File: src/rtl/uart_pkg.sv
// Shared UART definitions: receiver state encodings, frame geometry and
// parity-type constants common to the transmitter and the receiver.
package uart_pkg;

  typedef enum logic [2:0] {
    IDLE   = 3'd0,
    START  = 3'd1,
    DATA   = 3'd2,
    PARITY = 3'd3,
    STOP   = 3'd4
  } uart_state_t;

  // 50 MHz system clock at 9600 baud.
  localparam int DEFAULT_CLKS_PER_BIT = 5208;
  localparam int DATA_BITS            = 8;

  // Parity type: EVEN -> parity bit = ^data, ODD -> parity bit = ~^data.
  localparam logic EVEN = 1'b0;
  localparam logic ODD  = 1'b1;

endpackage

File: src/rtl/uart_rx_sync.sv
// Two-flop synchronizer for the asynchronous serial line. Both flops reset
// to 1 so the receiver sees an idle (high) line while coming out of reset.
module uart_rx_sync (
  input  logic clk,
  input  logic rst,
  input  logic i_async,
  output logic o_sync
);

  logic r_meta;
  logic r_sync;

  // Shift the raw line through two flops to settle metastability.
  always_ff @(posedge clk or posedge rst) begin
    if (rst) begin
      r_meta <= 1'b1;
      r_sync <= 1'b1;
    end else begin
      r_meta <= i_async;
      r_sync <= r_meta;
    end
  end

  assign o_sync = r_sync;

endmodule

File: src/rtl/uart_rx.sv
// UART receiver: 1 start bit, 8 data bits LSB first, optional parity bit,
// 1 stop bit. Bits are sampled at their midpoint; a good frame yields a
// one-cycle data_valid strobe, a bad stop bit a one-cycle frame_err strobe.
module uart_rx
  import uart_pkg::*;
#(
  parameter int   CLKS_PER_BIT = DEFAULT_CLKS_PER_BIT,
  parameter logic PAR_EN       = 1'b0,
  parameter logic PAR_TYP      = EVEN
) (
  input  logic                 clk,
  input  logic                 rst,
  input  logic                 rx_in,
  output logic [DATA_BITS-1:0] p_data,
  output logic                 data_valid,
  output logic                 par_err,
  output logic                 frame_err,
  output logic                 busy
);

  localparam int            CW       = $clog2(CLKS_PER_BIT);
  localparam logic [CW-1:0] CNT_MAX  = CW'(CLKS_PER_BIT - 1);
  // The start bit is checked half a bit in, so every later sample falls
  // one full bit period later, i.e. at the middle of each bit.
  localparam logic [CW-1:0] CNT_HALF = CW'(CLKS_PER_BIT / 2 - 1);
  localparam logic [2:0]    LAST_IDX = 3'(DATA_BITS - 1);

  uart_state_t          r_state;
  uart_state_t          w_state_next;
  logic [CW-1:0]        r_cnt;
  logic [2:0]           r_bit_idx;
  logic [DATA_BITS-1:0] r_shreg;
  logic                 r_par_bad;
  logic [DATA_BITS-1:0] r_p_data;
  logic                 r_data_valid;
  logic                 r_par_err;
  logic                 r_frame_err;
  logic                 w_rx_s;
  logic                 w_cnt_max;
  logic                 w_cnt_half;

  uart_rx_sync u_sync (
    .clk     (clk),
    .rst     (rst),
    .i_async (rx_in),
    .o_sync  (w_rx_s)
  );

  assign w_cnt_max  = (r_cnt == CNT_MAX);
  assign w_cnt_half = (r_cnt == CNT_HALF);

  // State register.
  always_ff @(posedge clk or posedge rst) begin
    if (rst) r_state <= IDLE;
    else     r_state <= w_state_next;
  end

  // Next-state logic; STOP returns to IDLE mid stop bit so a start edge
  // immediately following the stop bit is not missed.
  always_comb begin
    w_state_next = r_state;
    case (r_state)
      IDLE:    if (!w_rx_s) w_state_next = START;
      START:   if (w_cnt_half) w_state_next = w_rx_s ? IDLE : DATA;
      DATA:    if (w_cnt_max && (r_bit_idx == LAST_IDX))
                 w_state_next = PAR_EN ? PARITY : STOP;
      PARITY:  if (w_cnt_max) w_state_next = STOP;
      STOP:    if (w_cnt_max) w_state_next = IDLE;
      default: w_state_next = IDLE;
    endcase
  end

  // Bit-period counter: cleared on every state change, otherwise wraps.
  always_ff @(posedge clk or posedge rst) begin
    if (rst)                          r_cnt <= '0;
    else if (w_state_next != r_state) r_cnt <= '0;
    else if (w_cnt_max)               r_cnt <= '0;
    else                              r_cnt <= r_cnt + 1'b1;
  end

  // Data path: bit index, shift register and parity check.
  always_ff @(posedge clk or posedge rst) begin
    if (rst) begin
      r_bit_idx <= '0;
      r_shreg   <= '0;
      r_par_bad <= 1'b0;
    end else begin
      case (r_state)
        START: r_bit_idx <= '0;
        DATA: if (w_cnt_max) begin
          r_shreg[r_bit_idx] <= w_rx_s;
          r_bit_idx          <= r_bit_idx + 3'd1;
        end
        PARITY: if (w_cnt_max) r_par_bad <= w_rx_s ^ (^r_shreg) ^ PAR_TYP;
        default: ;
      endcase
    end
  end

  // Output strobes and the held byte, registered off the stop-bit sample.
  always_ff @(posedge clk or posedge rst) begin
    if (rst) begin
      r_p_data     <= '0;
      r_data_valid <= 1'b0;
      r_par_err    <= 1'b0;
      r_frame_err  <= 1'b0;
    end else begin
      r_data_valid <= 1'b0;
      r_par_err    <= 1'b0;
      r_frame_err  <= 1'b0;
      if ((r_state == STOP) && w_cnt_max) begin
        if (w_rx_s) begin
          r_p_data     <= r_shreg;
          r_data_valid <= 1'b1;
          r_par_err    <= PAR_EN & r_par_bad;
        end else begin
          r_frame_err  <= 1'b1;
        end
      end
    end
  end

  assign p_data     = r_p_data;
  assign data_valid = r_data_valid;
  assign par_err    = r_par_err;
  assign frame_err  = r_frame_err;
  assign busy       = (r_state != IDLE);

endmodule

File: config.mk
export PLATFORM = sky130hd
export DESIGN_NAME = uart_rx
export DESIGN_NICKNAME = d
export VERILOG_FILES = /design/src/rtl/uart_pkg.sv /design/src/rtl/uart_rx_sync.sv /design/src/rtl/uart_rx.sv
export SDC_FILE = /design/constraint.sdc
export NUM_CORES = 1
export LEC_CHECK = 0
export ABC_AREA = 1
export CAP_MARGIN = 20
export CELL_PAD_IN_SITES_DETAIL_PLACEMENT = 1
export CELL_PAD_IN_SITES_GLOBAL_PLACEMENT = 1
export CORE_ASPECT_RATIO = 1.4
export CORE_MARGIN = 2
export CORE_UTILIZATION = 39
export CTS_BUF_LIST = sky130_fd_sc_hd__clkbuf_16
export DETAILED_ROUTE_END_ITERATION = 8
export PLACE_DENSITY_LB_ADDON = 0.08
export REMOVE_ABC_BUFFERS = 1
export SYNTH_ARGS = -nofsm -noshare
export SYNTH_HDL_FRONTEND = slang
export SYNTH_SLANG_ARGS = --single-unit
export TNS_END_PERCENT = 20
File: constraint.sdc
create_clock -name clk -period 1.5 [get_ports clk]
set_input_delay 0.15 -clock clk [delete_from_list [all_inputs] [get_ports clk]]
set_output_delay 0.15 -clock clk [all_outputs]
set_load 0.03 [all_outputs]
==> flow_results.org <==
** Pwr
- Of the total power, combinational logic draws 0.017.
- Power spread over the standard cell area amounts to 812 nW/um^2.
- After layout, the design draws a total of 2.30 mW.
- Summed over all cells, the static leakage comes to 1.35 nW.
- Cell internal power was estimated by the tool at 1.85 mW.
- Switching component of the power :: 0.450 mW
- Sequential share of power :: 0.461
- Relative contribution of the clock network to total power :: 0.522
- Across the VDD grid, the largest voltage drop is 0.546 mV.
- Of the total power, the share spent switching nets is 0.195.

** Worst setup path
- STA classifies the critical path startpoint as a flop.
- Max FO, Critical Path :: 7
- The setup check on the worst reg-to-reg path leaves a slack of -0.16 ns.
- Counting cells, the worst reg-to-reg path comes to 10.
- The worst register-to-register path begins at r_cnt[3].
- Startpoint-to-endpoint class of the critical path :: flop to flop
- Data required time at the worst endpoint :: 1.67 ns
- Critical Path AT :: 1.83 ns
- STA classifies the critical path endpoint as a flop.
- Capturing point of the worst reg2reg path :: r_cnt[12]

** Route
- Routed length per placed instance :: 14.4 um
- DRT Wirelength :: 5370 um
- Once detail routing completed, the nets flagged for antenna violations numbered 0.
- Number of DRC markers in iteration 0 :: 54
- For this run, the detailed router's first-pass iteration total came to 4.
- Vias per Instance :: 4.88
- After detailed routing, the number of remaining DRC violations is 0.
- Across all layers, the routed design uses 1822 vias.

** CTS
- In this run the deepest clock path goes through 2 buffers.
- CTS buffer count :: 5
- # H-tree levels :: 2
- The later pin in the worst-skew pair is clocked with a latency of 0.28 ns.
- # clock sinks :: 39
- Clock tree from TritonCTS :: built
- Clock-pin slew was measured on the worst setup and hold paths at 0.06 ns.
- CTS placed an instance of sky130_fd_sc_hd__clkbuf_16 at the clock tree root.

** Yosys
- Number of distinct standard cells referenced by the synthesized netlist :: 29
- Average footprint of a synthesized cell :: 8.11 um^2
- Ys Warns :: 0
- In this run, synthesis produced a sequential element count of 39.
- For this run, the register share of the synthesized area comes to 0.481.
- Post-synthesis instance area :: 2030 um^2
- Gate count after technology mapping :: 251

** Global route
- Via count of the first global-routing pass :: 1996
- The first global-routing pass estimated 9100 um of wire.
- For this run, the total global-route usage over all layers was measured as 0.207.
- The number of antenna violations at the first check in global routing is 0.
- Sum of overflow across all layers after global routing :: 0
- Entering global routing, the biggest net connects 40 pins.

** STA
- Max Fclk :: 0.604 GHz
- After layout, the worst setup slack is -0.156 ns.
- Final Max Slew Viols :: 0
- Unrepaired setup endpoints after global routing :: yes
- Subtracting the final worst setup slack from the clock period gives 1.66 ns.
- Final setup fails :: 24
- The hold violation total from the final report was 0.
- Post-route worst hold slack :: 0.231 ns
- Clk_skew :: 0.00241 ns
- After routing, the total negative slack on setup checks comes to -2.05 ns.
- Fraction of the cycle the final worst path needs :: 1.10

** Final layout
- Counting the fill cells in the layout gives 622.
- Utilization of the core after routing :: 0.554
- Across the whole layout, storage elements account for 980 um^2.
- In the final layout, the multi-input gates occupy 1010 um^2.
- Synth-to-Final Area Change :: 39.4%
- The number of antenna diodes in the final layout is 0.
- Fraction of layout instances using a drive strength above 1 :: 0.349
- Number of nets at the end of the flow :: 312

** Run
- The tool flagged a number of max-cap violations equal to 0.

** Run status
- Status :: finished, violations left
- Violations in the final reports :: setup timing

** Floorplan
- Floorplan row count :: 31
- Core area :: 5120 um^2
- The floorplan step defined a die boundary enclosing 5820 um^2.
- IO Count :: 15
- The die is 65.0 um wide.
- Die span in y :: 89.5 um
- Starting Density :: 0.397

** Placed design
- Routability-driven placement finished with a final weighted congestion of 0.772.
- Before CTS, the worst setup slack after placement is -0.218 ns.
- Input and output buffers added on the ports amount to 13.
- Once detailed placement completed, the half-perimeter wirelength came to 3750 um.

** Hold path
- The worst hold path belongs to the class input port to asynchronous set/reset pin.
==> power groups by stage <==
| stage | combinational (mW) | sequential, mW | clock [mW] |
|---|---|---|---|
| 2_1_floorplan | 0.0204 | 1.08 | 0 |
| 3_3_place_gp | 0.0418 | 1.08 | 0 |
| 3_5_place_dp | 0.0420 | 1.08 | 0 |
| 4_1_cts | 0.0419 | 1.06 | 1.24 |
| 5_1_grt | 0.0462 | 1.06 | 1.28 |
| 6_report | 0.0399 | 1.06 | 1.20 |
==> cell usage in the layout, fill, tap and decap left out, types with 2 or more instances in the layout <==
master,netlist,layout
sky130_fd_sc_hd__nand2_1,66,57
sky130_fd_sc_hd__dfrtp_1,37,36
sky130_fd_sc_hd__buf_4,1,34
sky130_fd_sc_hd__inv_1,31,27
sky130_fd_sc_hd__nand3_1,29,25
sky130_fd_sc_hd__nor2_2,18,20
sky130_fd_sc_hd__nand2_2,4,12
sky130_fd_sc_hd__clkdlybuf4s50_1,0,12
sky130_fd_sc_hd__o21ai_0,11,11
sky130_fd_sc_hd__inv_2,4,8
sky130_fd_sc_hd__nor2_1,14,7
sky130_fd_sc_hd__nor2_4,1,6
sky130_fd_sc_hd__nand4_1,6,6
sky130_fd_sc_hd__clkbuf_16,0,5
sky130_fd_sc_hd__o21ai_1,5,4
sky130_fd_sc_hd__nor3_1,4,4
sky130_fd_sc_hd__nand3_2,0,3
sky130_fd_sc_hd__xor2_1,3,3
sky130_fd_sc_hd__nand2_4,1,2
sky130_fd_sc_hd__nand3_4,1,2
sky130_fd_sc_hd__ha_1,3,2
sky130_fd_sc_hd__buf_12,0,2
sky130_fd_sc_hd__dfstp_2,2,2
==> how the worst max path moves through the flow <==
stage | from | endpoint | slack, ns | depth (start not counted)
final | r_cnt[3] | r_cnt[12] | -0.16 | 10
after global routing | r_cnt[7] | r_cnt[8] | -0.26 | 11
after CTS | r_cnt[1] | r_cnt[12] | -0.1 | 12
after detailed placement | r_cnt[0] | r_shreg[4] | -0.22 | 10
after global placement | r_cnt[0] | r_cnt[12] | -0.17 | 11
after floorplan | r_cnt[0] | p_data[0] | -0.1 | 9
==> cells in the mapped netlist <==
cell type,instances,area [um^2]
sky130_fd_sc_hd__nand4_1,6,37.5
sky130_fd_sc_hd__nand2_2,4,25.0
sky130_fd_sc_hd__o211ai_1,1,7.51
sky130_fd_sc_hd__dfrtp_1,37,926
sky130_fd_sc_hd__xor2_1,3,26.3
sky130_fd_sc_hd__inv_2,4,15.0
sky130_fd_sc_hd__nand2_4,1,11.3
sky130_fd_sc_hd__conb_1,1,3.75
sky130_fd_sc_hd__nor2_4,1,11.3
sky130_fd_sc_hd__ha_1,3,37.5
sky130_fd_sc_hd__inv_1,31,116
sky130_fd_sc_hd__buf_6,1,11.3
sky130_fd_sc_hd__xnor2_1,1,8.76
sky130_fd_sc_hd__nor2_2,18,113
sky130_fd_sc_hd__nor2_1,14,52.6
sky130_fd_sc_hd__dfstp_2,2,52.6
sky130_fd_sc_hd__o311ai_0,1,8.76
sky130_fd_sc_hd__o21ai_0,11,55.1
sky130_fd_sc_hd__nand3_4,1,17.5
sky130_fd_sc_hd__buf_2,1,5.00
sky130_fd_sc_hd__o21ai_1,5,25.0
sky130_fd_sc_hd__o21bai_1,1,7.51
sky130_fd_sc_hd__clkinv_1,1,3.75
sky130_fd_sc_hd__nand3_1,29,145
sky130_fd_sc_hd__nand2_1,66,248
sky130_fd_sc_hd__buf_4,1,7.51
sky130_fd_sc_hd__nor3_1,4,20.0
sky130_fd_sc_hd__nor3_4,1,16.3
sky130_fd_sc_hd__nor2_8,1,20.0
==> stage by stage <==
step,std cells,instance area (um^2)
final,373,2840
after global routing,373,2840
after CTS,372,2790
after detailed placement,354,2450
after global placement,354,2450
after floorplan,248,2010
==> repair_timing <==
item,4_1_cts,5_1_grt
gates resized for setup,26,15
cloned,1,0
pin swaps,12,5
hold buffers,0,0
buffers inserted,9,1
setup endpoints to repair,33,35
==> state kept, by name, summed over array words and instances, names as in the netlist <==
signal and cells:
r_state 3, p_data 8, r_cnt 13, r_bit_idx 3, data_valid 1, u_sync.r_meta 1, r_shreg 8, frame_err 1
u_sync.o_sync 1
==> critical path: stages, from the launching register on <==
cell and delay, ns:
sky130_fd_sc_hd__dfrtp_1 0.39, sky130_fd_sc_hd__buf_4 0.15, sky130_fd_sc_hd__nor2_1 0.15, sky130_fd_sc_hd__nand2_2 0.09, sky130_fd_sc_hd__nor2_4 0.09, sky130_fd_sc_hd__nand4_1 0.14, sky130_fd_sc_hd__nand3_1 0.15, sky130_fd_sc_hd__nand2_2 0.08
sky130_fd_sc_hd__nand2_4 0.11, sky130_fd_sc_hd__buf_12 0.15, sky130_fd_sc_hd__nor2_1 0.04
==> kinds of logic (layout without fill, tap and decap cells) <==
logic type / count (synthesis) / after routing / synth area share
fa+ha+maj: 3 / 3 / 0.0185
simple gates: 146 / 146 / 0.352
other cells: 1 / 1 / 0.00184
flops: 39 / 39 / 0.481
xor+xnor: 4 / 4 / 0.0172
compound gates: 19 / 19 / 0.0510
buf+inv: 39 / 95 / 0.0781
==> cell type report <==
| cell class | instances | share of cell area |
|---|---|---|
| Timing Repair Buffer | 51 | 0.162 |
| Sequential cell | 39 | 0.345 |
| Multi-Input combinational cell | 173 | 0.356 |
| Clock inverter | 3 | 0.0154 |
| Clock buffer | 5 | 0.0441 |
| Tap cell | 66 | 0.0291 |
| Inverter | 36 | 0.0476 |
==> routing by layer <==
metal,share of wire,wire length [um],track usage,vias to the layer above
met2,0.58,3120,0.407,25
met1,0.36,1950,0.208,883
met4,0.037,197,0.0966,0
met5,0,0,0,-
met3,0.019,100,0.0403,13
li1,-,-,-,901
Note: power is estimated with default switching activity, not from simulation.
==> RTL edit 1 (same flow settings) <==
`DATA_BITS`: 8 -> 6.
--- a/src/rtl/uart_pkg.sv
+++ b/src/rtl/uart_pkg.sv
@@ -12,7 +12,7 @@
 
   // 50 MHz system clock at 9600 baud.
   localparam int DEFAULT_CLKS_PER_BIT = 5208;
-  localparam int DATA_BITS            = 8;
+  localparam int DATA_BITS            = 6;
 
   // Parity type: EVEN -> parity bit = ^data, ODD -> parity bit = ~^data.
   localparam logic EVEN = 1'b0;
Interface: changed (resized p_data); port bits go from 15 to 13. The function was not compared with the original's and may differ.
==> RTL edit 1 against the unedited design <==
  * The run still ends with setup timing left
  * Setup slack better by 0.048 ns
  * First-iteration DRC count down 52%
  * Total power decreased by 15%
  * Hold slack got worse by 0.016 ns
  * Wire length fell by 8.5%
  * Sequential cell count shrank 4
  * Critical endpoint is now r_cnt[9]
  * Sequential power down 10%
  * Area after synthesis fell by 9.8%
  * Synthesized cell count shrank 8.8%
  * Highest routed layer unchanged
  * Clock power decreased by 19%
  * Largest cell class is now sequential cells
  * Final cell count down 9.9%
  * Cell area shrank 14%
==> RTL edit 1: results (changes against the unedited design) <==
| Metric | Value |
|---|---|
| Outcome | complete, but fails checks |
| Failing checks | setup timing |
| Ys Warns | 0 (unchanged) |
| Reg2reg path depth | 9 (-1) |
| Router iterations before antenna repair | 4 (unchanged) |
| #FFs+latches synth | 35 (-10%) |
| Worst Skew | 0.00321 ns (+0.000796 ns) |
| Register area share after synthesis | 47.9% (-0.21 points) |
| Non-CTS inverters | 33 (-8.3%) |
| Post-synthesis compound-gate area fraction | 7.37% (+2.3 points) |
| DP Area | 2220 um2 (-9.3%) |
| GR Util All Layers | 21.4% (+0.67 points) |
| Final setup margin | -0.108 ns (+0.0481 ns) |
| Hold slack | 0.215 ns (-0.0159 ns) |
| Taps Inserted | 62 (-6.1%) |
| Post-synth top cells | nand2_1 (52), dfrtp_1 (33), inv_1 (28) |
| Dpl ws | -0.236 ns (-0.0180 ns) |
| Multi-In Gates | 157 (-9.2%) |
| Seq area share | 36.2% (+1.6 points) |
| P_int | 1.56 mW (-16%) |
| Nets | 279 (-11%) |
| Leading post-synthesis cells by cell area | dfrtp_1 (45%), nand2_1 (11%), inv_1 (5.7%) |
| Worst Path Max Fanout | 2 (-5) |
| Fillers | 563 (-9.5%) |
| Hold Crit Class | in -> async |
| Drt wl/cell | 14.6 um (+1.6%) |
| ClkCell Share | 5.66% (-0.30 points) |
| First-pass GRT wire length | 8190 um (-10%) |
| Post-Place Cells | 325 (-8.2%) |
| Non-clk bufs | 41 (-20%) |
| Worst-path clk slew | 0.05 ns |
| Reg2reg end | r_cnt[9] |
| Peak VDD IR | 540 uV (-1.2%) |
| Critical Path AT | 1.77 ns (-0.06 ns) |
| GP Congestion | 0.840 (+8.8%) |
| Iter 0 DRT Violations | 26 (-52%) |
| Mux share of post-synthesis cell area | 0% (unchanged) |
| Netlist cell types | 31 (+6.9%) |
| Clock Latency Late Sink | 0.28 ns (about the same) |
| Final setup viols | 22 (-8.3%) |
| Leak Pwr | 1.19 nW (-12%) |
| Multi-input combinational area share | 35.1% (-0.51 points) |
| Post-Route Setup TNS | -1.43 ns (+0.614 ns) |
| Syn avg cell area | 8.01 um2 (-1.2%) |
| Vias in the first global route | 1883 (-5.7%) |
| XOR/XNOR share of the synthesized area | 1.91% (+0.19 points) |
| Vias | 1656 (-9.1%) |
| Share of layout cells above drive strength 1 | 27.4% (-7.5 points) |
| N_diodes | 0 (unchanged) |
| Area delta synth->final | 32.6% |
| Post-Synth Adder-Cell Area | 2.05% (+0.20 points) |
| Data buffer area share | 14.8% (-1.4 points) |
| Largest net degree at the start of global routing | 36 (-10%) |
| Top reg by flops | r_cnt |
| Reg-to-reg startpoint | r_cnt[0] |
| WL final | 4910 um (-8.5%) |
| DP HPWL | 3810 um (+1.7%) |
| IO buf count | 11 (-2) |
-- RTL edit 1: changes by cell type in the layout (fill, tap and decap cells not counted), sizes merged, moves of 2 or more --
cell / change
nand2: -16
a21oi: +4
dfrtp: -4
buf: -8
nand4: -2
clkdlybuf4s50: -2
nor2: +8
nand3b: +4
nand3: -15
-- RTL edit 1: worst max path at each step --
stage                   from          to  slack [ns]
finish              r_cnt[0]    r_cnt[9]       -0.11
global route        r_cnt[0]  r_shreg[4]       -0.22
CTS                 r_cnt[0]    r_cnt[1]       -0.13
detailed placement  r_cnt[0]  r_shreg[4]       -0.24
global placement    r_cnt[0]  r_shreg[4]       -0.14
floorplan           r_cnt[0]    r_cnt[0]       -0.06
-- RTL edit 1: power by group through the flow --
stage / clock [mW] / combinational (mW) / sequential [mW]
after floorplan: 0 / 0.0171 / 0.969
after global placement: 0 / 0.0395 / 0.969
after detailed placement: 0 / 0.0403 / 0.969
after CTS: 0.995 / 0.0402 / 0.952
after global routing: 1.06 / 0.0439 / 0.952
final: 0.972 / 0.0384 / 0.952
-- RTL edit 1: repair_timing --
action | CTS | global route
hold buffers | 0 | 0
setup buffers | 2 | 1
pin swaps | 4 | 6
setup endpoints to repair | 30 | 31
gates resized for setup | 11 | 9
-- RTL edit 1: critical path, stage by stage, from the launching register on --
cell and delay, ns:
dfrtp_1 0.40, buf_4 0.13, nand3_1 0.10, nor2_1 0.16, nand2_1 0.10, nor2_2 0.14
buf_4 0.13, nand3_1 0.07, xor2_1 0.20, nor2_2 0.07
-- RTL edit 1: metal layers --
metal / up-vias / wire, um / GRT usage [%]
met4: 0 / 148 / 9.28
li1: 807 / - / -
met5: - / 0 / 0
met1: 814 / 1660 / 19.0
met2: 22 / 3010 / 42.0
met3: 13 / 92 / 4.42
==> RTL edit 2 (config.mk and constraints unchanged) <==
Without the edit above. Reset style: synchronous (`rst`), changed in 5 clocked blocks. Comments in the files are not updated.
--- a/src/rtl/uart_rx_sync.sv
+++ b/src/rtl/uart_rx_sync.sv
@@ -11,7 +11,7 @@
   logic r_sync;
 
   // Shift the raw line through two flops to settle metastability.
-  always_ff @(posedge clk or posedge rst) begin
+  always_ff @(posedge clk) begin
     if (rst) begin
       r_meta <= 1'b1;
       r_sync <= 1'b1;
--- a/src/rtl/uart_rx.sv
+++ b/src/rtl/uart_rx.sv
@@ -50,7 +50,7 @@
   assign w_cnt_half = (r_cnt == CNT_HALF);
 
   // State register.
-  always_ff @(posedge clk or posedge rst) begin
+  always_ff @(posedge clk) begin
     if (rst) r_state <= IDLE;
     else     r_state <= w_state_next;
   end
@@ -71,7 +71,7 @@
   end
 
   // Bit-period counter: cleared on every state change, otherwise wraps.
-  always_ff @(posedge clk or posedge rst) begin
+  always_ff @(posedge clk) begin
     if (rst)                          r_cnt <= '0;
     else if (w_state_next != r_state) r_cnt <= '0;
     else if (w_cnt_max)               r_cnt <= '0;
@@ -79,7 +79,7 @@
   end
 
   // Data path: bit index, shift register and parity check.
-  always_ff @(posedge clk or posedge rst) begin
+  always_ff @(posedge clk) begin
     if (rst) begin
       r_bit_idx <= '0;
       r_shreg   <= '0;
@@ -98,7 +98,7 @@
   end
 
   // Output strobes and the held byte, registered off the stop-bit sample.
-  always_ff @(posedge clk or posedge rst) begin
+  always_ff @(posedge clk) begin
     if (rst) begin
       r_p_data     <= '0;
       r_data_valid <= 1'b0;
Check against the original RTL: differs if rst is asserted again (counterexample within 4 cycles, from zero or initial values and one cycle with rst high); with rst held inactive, the same outputs for 10 cycles.
==> RTL edit 2 against the unedited design <==
  * The flow still finishes with violations (setup timing)
  * Global-route usage shrank 1.2 points
  * Wire length shrank 2.0%
  * Via count grew 0.44%
  * Cell area shrank 1.9%
  * Setup slack gained 0.022 ns
  * Area after synthesis shrank 3.1%
  * Sequential cell count is the same
  * Critical path type unchanged
Power is not compared: it rests on default switching activity, and its combinational part moved more than twofold at a synthesized area within 25%.
==> RTL edit 2: results (changes against the unedited design) <==
| Metric | Value |
|---|---|
| Netlist cell types | 34 (+17%) |
| Vias per cell | 4.85 (-0.63%) |
| GP Congestion | 0.828 (+7.3%) |
| Metal3 WL | 97 um (-3.0%) |
| GR Util All Layers | 19.5% (-1.2 points) |
| Leading post-synthesis cells by cell area | dfxtp_1 (40%), nand2_1 (7.8%), nor2_1 (7.0%) |
| Setup Buffers After CTS | 0 (-9) |
| Largest net degree at the start of global routing | 18 (-55%) |
| Post-route non-filler standard cell count | 377 (+1.1%) |
| Failing checks | setup timing |
| Crit-path slowest cell | dfxtp_2 |
| Register area share after synthesis | 39.6% (-8.5 points) |
| Worst setup path start | r_cnt[1] |
| Final setup margin | -0.134 ns (+0.0224 ns) |
| Final setup viols | 14 (-42%) |
| Met1 usage | 18.2% (-2.6 points) |
| Outcome | complete, but fails checks |
| Worst Path Max Fanout | 3 (-4) |
| Nets | 318 (+1.9%) |
| Multi-In Gates | 175 (+1.2%) |
| DP HPWL | 3640 um (-3.0%) |
| Synth async-reset ratio | 0% (-100 points) |
| Met2 Use GR | 40.2% (-0.52 points) |
| Met3 track demand over resource | 3.73% (-0.30 points) |
| Hold Crit Class | reg -> reg |
RTL edit 2: cell count changes after synthesis, sizes merged, moves of 8 or more:
cell,before,now
dfxtp,0,39
dfrtp,37,0
nand2,71,46
nand3,30,13
nor2,34,50
o21ai,16,4
a211oi,0,8
nor3,5,13
RTL edit 2: where the power goes:
| part | leakage [nW] | switching (mW) | total [mW] | internal (mW) |
|---|---|---|---|---|
| Clock | 0.0812 | 0.404 | 1.18 | 0.775 |
| Sequential | 0.316 | 0.0190 | 1.07 | 1.05 |
| Combinational | 0.729 | 0.0950 | 0.171 | 0.0756 |
| Total | 1.13 | 0.518 | 2.42 | 1.91 |
RTL edit 2: cells by family after synthesis:
kind of cell	share of synthesized area, %
other	0.190
buffers and inverters	9.45
XOR/XNOR	4.89
AND/OR/NAND/NOR	34.7
flip-flops	39.6
AO/OA/AOI/OAI	9.26
adder cells (fa/ha/maj)	1.90
